==> config.mk <==
export PLATFORM = sky130hd
export DESIGN_NAME = rr_decoder_arbiter
export DESIGN_NICKNAME = d
export VERILOG_FILES = /design/src/rtl/rr_decoder_arbiter.sv
export SDC_FILE = /design/constraint.sdc
export NUM_CORES = 1
export LEC_CHECK = 0
export CORE_MARGIN = 8
export CORE_UTILIZATION = 30
export CTS_CLUSTER_DIAMETER = 80
export DETAILED_ROUTE_END_ITERATION = 8
export HOLD_SLACK_MARGIN = 0.06
export PLACE_DENSITY = 0.61
export SKIP_LAST_GASP = 1
export SYNTH_ARGS = -nofsm -noshare
export SYNTH_HDL_FRONTEND = slang
export SYNTH_SLANG_ARGS = --single-unit
==> constraint.sdc <==
create_clock -name clk -period 2.2 [get_ports clk]
set_clock_uncertainty 0.2 [all_clocks]
set_input_delay 0.22 -clock clk [delete_from_list [all_inputs] [get_ports clk]]
set_output_delay 0.22 -clock clk [all_outputs]
set_load 0.05 [all_outputs]
==> src/rtl/rr_decoder_arbiter.sv <==
// Round-robin arbiter for four requesters sharing one 2-to-4 decoded resource.
// Latency: request seen at edge N gives a registered grant after edge N.
// Backpressure: a grant is held until done, request drop or the HOLD_MAX watchdog fires.
module rr_decoder_arbiter #(
  parameter int HOLD_MAX = 16,
  parameter int CNT_W    = 8
) (
  input  logic       clk,
  input  logic       rst,
  input  logic [3:0] req,
  input  logic [3:0] done,
  output logic [3:0] grant,
  output logic [1:0] grant_idx,
  output logic       grant_en,
  output logic       timeout,
  output logic       busy
);

  typedef enum logic {IDLE, GRANT} state_t;

  state_t           state;
  logic [1:0]       ptr;
  logic [CNT_W-1:0] hold_cnt;

  logic       win_vld;
  logic [1:0] win_idx;
  logic [1:0] cand;
  logic       rel_done;
  logic       rel_req;
  logic       rel_age;

  // Rotating priority search: first requester at or after ptr wins.
  // Loop runs from lowest priority to highest so the highest priority hit overwrites.
  always_comb begin
    win_vld = 1'b0;
    win_idx = ptr;
    cand    = ptr;
    for (int k = 3; k >= 0; k--) begin
      cand = ptr + 2'(k);
      if (req[cand]) begin
        win_vld = 1'b1;
        win_idx = cand;
      end
    end
  end

  // Release causes for the current owner; only the owner's bits matter.
  always_comb begin
    rel_done = done[grant_idx];
    rel_req  = ~req[grant_idx];
    rel_age  = (hold_cnt == CNT_W'(HOLD_MAX - 1));
  end

  // Arbitration FSM with registered decoder-facing outputs.
  always_ff @(posedge clk) begin
    if (rst) begin
      state     <= IDLE;
      grant     <= 4'b0000;
      grant_idx <= 2'b00;
      grant_en  <= 1'b0;
      timeout   <= 1'b0;
      ptr       <= 2'b00;
      hold_cnt  <= '0;
    end else begin
      case (state)
        IDLE: begin
          timeout <= 1'b0;
          if (win_vld) begin
            grant_idx <= win_idx;
            grant     <= 4'b0001 << win_idx;
            grant_en  <= 1'b1;
            hold_cnt  <= '0;
            state     <= GRANT;
          end
        end
        GRANT: begin
          if (rel_done || rel_req || rel_age) begin
            // Release always passes through IDLE: break-before-make on the decoder.
            grant    <= 4'b0000;
            grant_en <= 1'b0;
            ptr      <= grant_idx + 2'd1;
            timeout  <= ~rel_done & ~rel_req;
            state    <= IDLE;
          end else begin
            hold_cnt <= hold_cnt + CNT_W'(1);
            timeout  <= 1'b0;
          end
        end
        default: begin
          state    <= IDLE;
          grant    <= 4'b0000;
          grant_en <= 1'b0;
          timeout  <= 1'b0;
        end
      endcase
    end
  end

  assign busy = grant_en;

endmodule

==> qor.yml <==
detailed_routing:
  dr_wl_met3_um: 122
  wl_per_cell_um: 13.54
  via_per_inst: 5.182
  met2_length_um: 1319
  met1_length_um: 1280
  ant_nets: 0
  drtIter0Drc: 60
  drc_errors: 0
  dr.pass1.iters: 4
  num_vias: 1052
  highest_layer: "met4"
  wirelength_um: 2749
job:
  cap_violations: 0
clock_tree:
  cts_buffers: 3
  clockBufferDepth: 2
  clock-sinks: 19
  cts_tree: "built"
  clock_latency_ps: 300
  root_buffer: "clkbuf_4"
  htreeDepth: 1
  clkTransAtPathRegs_ps: 110
  post_cts_buffers: 0
finish:
  syn_to_final_growth_pct: 33.75
  drive_gt1_frac: 0.1871
  diodes: 0
  final_cells: 203
  nets: 167
  num-fill-cells: 374
placement:
  dp_hpwl_um: 2150
  place.port_buffers: 18
  pre_cts_ws_ps: -230.6
  gp_congestion: 0.7525
  dp.cells: 199
timing:
  slew_headroom: 0.6643
  max_freq_mhz: 482.4
  setup_violations: 0
  worst_slack_ps: 127.2
  fin_crit_sh: 0.9422
  hold_viol_final: 0
  tightest_slew_ps: 502.0
  fin_crit_ps: 2073
  grt_setup_unrepaired: "no"
  slew_viol_final: 0
critical_path:
  arrival_ps: 2100
  ff2ff_setup_slack_ps: 230
  rr_startpoint: "grant_idx[1]"
  crit_type: "primary input to flop"
  rr_worst_depth: 3
  end_kind: "flop"
  cp_data_required_time_ps: 2230
  path_max_fanout: 13
  start_kind: "primary input"
  rr_endpoint: "hold_cnt[4]"
logic_synthesis:
  yosysMostFrequentCell: "dfxtp_1"
  ys_top_cells_by_count: "dfxtp_1, nand2_1, nor2b_1"
  yosysTopAreaCell: "dfxtp_1"
  ys_types: 41
  netlist_area_sq_mm: 0.001094
  synthCells: 122
  syn_nets: 133
  ys_async_sr_fraction: 0
  ys.flop_type: "dfxtp_1"
  ys_seq_elements: 19
  yosysTopAreaCellShare: 0.3478
  seq_area_frac_synth: 0.3478
  synth.area.top_cells: "dfxtp_1, nor2b_1, mux4_2"
  postSynthAreaPerCell_sq_um: 8.964
  yosysWarningCount: 0
  synth_edf_count: 0
floorplan:
  rows: 22
  initial_core_util: 0.3056
  io_pins: 19
  die_w_um: 76.38
  die_area_sq_mm: 0.005833
  die_y_um: 76.38
  core-area_sq_mm: 0.003578
global_route:
  grt_pass1_vias: 1001
  gr-usage-all-layers: 0.09485
  antenna_found_initial: 0
  grt_max_degree: 14
  grt_pass1_wl_um: 4657
  grt_overflow: 0
min_path:
  hold_path_depth: 2
  min_from: "grant[0]"
  min_path_type: "flop to flop"
  hold_end: "grant[0]"
power:
  vdd_drop_max_uv: 256.9
  p_leak_uw: 0.0005227
  p_per_area_mw_per_mm2: 543.3
status:
  outcome: "complete, no violations"
[cell type report]
type / count / area (sq um) / area share
Clock inverter: 1 / 5.005 / 0.003422
Sequential cell: 19 / 381.6 / 0.2609
Tap cell: 48 / 60.06 / 0.04106
Inverter: 3 / 11.26 / 0.007699
Timing Repair Buffer: 34 / 300.3 / 0.2053
Multi-Input combinational cell: 95 / 681.9 / 0.4662
Clock buffer: 3 / 22.52 / 0.01540
[per-layer routing]
layer,vias to the layer above,track usage
met5,-,0
met4,0,0.02885
met3,4,0.02948
met2,25,0.1568
met1,500,0.1140
li1,523,-
[placed cells by master, fill, tap and decap left out, types with 3 or more instances in the layout]
cell type / count
clkbuf_4: 3
o31ai_1: 3
dfxtp_1: 18
nor2_1: 7
buf_4: 16
nand2_1: 11
a21oi_1: 6
or4_1: 5
nand3_1: 3
o211ai_1: 3
inv_1: 3
a21boi_1: 4
nand2b_1: 6
clkdlybuf4s50_1: 18
nor2b_1: 9
o32ai_1: 4
o21ai_0: 3
[where the power goes]
group          leakage [uW]  total (uW)  switching (uW)  internal, uW
Sequential         0.000155         379            17.9           361
Combinational      0.000350         237             129           108
Clock             0.0000177         179             111          67.8
[state kept, by name, indices dropped and copies added (netlist names)]
register / count
busy: 1
grant: 4
grant_idx: 2
hold_cnt: 8
ptr: 2
state: 1
timeout: 1
[worst max-delay path: stages]
cell and delay, ps:
clkdlybuf4s50_1 410, nand2b_1 150, mux4_2 620, or4_1 540, a21boi_1 160
[logic make-up after synthesis]
logic type	after synthesis	share of synthesized area
AOI/OAI and AO/OA	35	0.2357
xor gates and xnor gates	1	0.008011
adders and majority gates	1	0.01144
buffers and inverters	8	0.04004
DFF	19	0.3478
muxes	6	0.08696
and+or+nand+nor	52	0.2700
[how the worst max path moves through the flow]
stage | slack (ps) | from | to
5_1_grt | 20 | done[0] | hold_cnt[4]
2_1_floorplan | 80 | grant_idx[0] | ptr[0]
3_5_place_dp | -230 | req[3] | hold_cnt[6]
6_report | 130 | done[3] | hold_cnt[4]
4_1_cts | 80 | req[3] | hold_cnt[7]
3_3_place_gp | -190 | req[2] | hold_cnt[5]
[through the flow]
stage | power, uW | hold slack [ps] | area (sq um) | utilization | TNS [ps]
after CTS | 805.2 | 291.2 | 1450 | 0.4052 | 0
after detailed placement | 621.9 | 271.1 | 1423 | 0.3976 | -1714
after floorplan | 531.6 | 230.6 | 1095 | - | 0
after global placement | 619.3 | 252.4 | 1423 | 0.3976 | -1399
after global routing | 841.4 | 309.9 | 1463 | 0.4087 | 0
final | 794.7 | 287.2 | 1463 | 0.4087 | 0
[repair_timing]
item	CTS	global route
setup endpoints to repair	0	2
resized for setup	0	2
hold buffers	0	0
No activity file was read; power rests on OpenSTA's default activity.
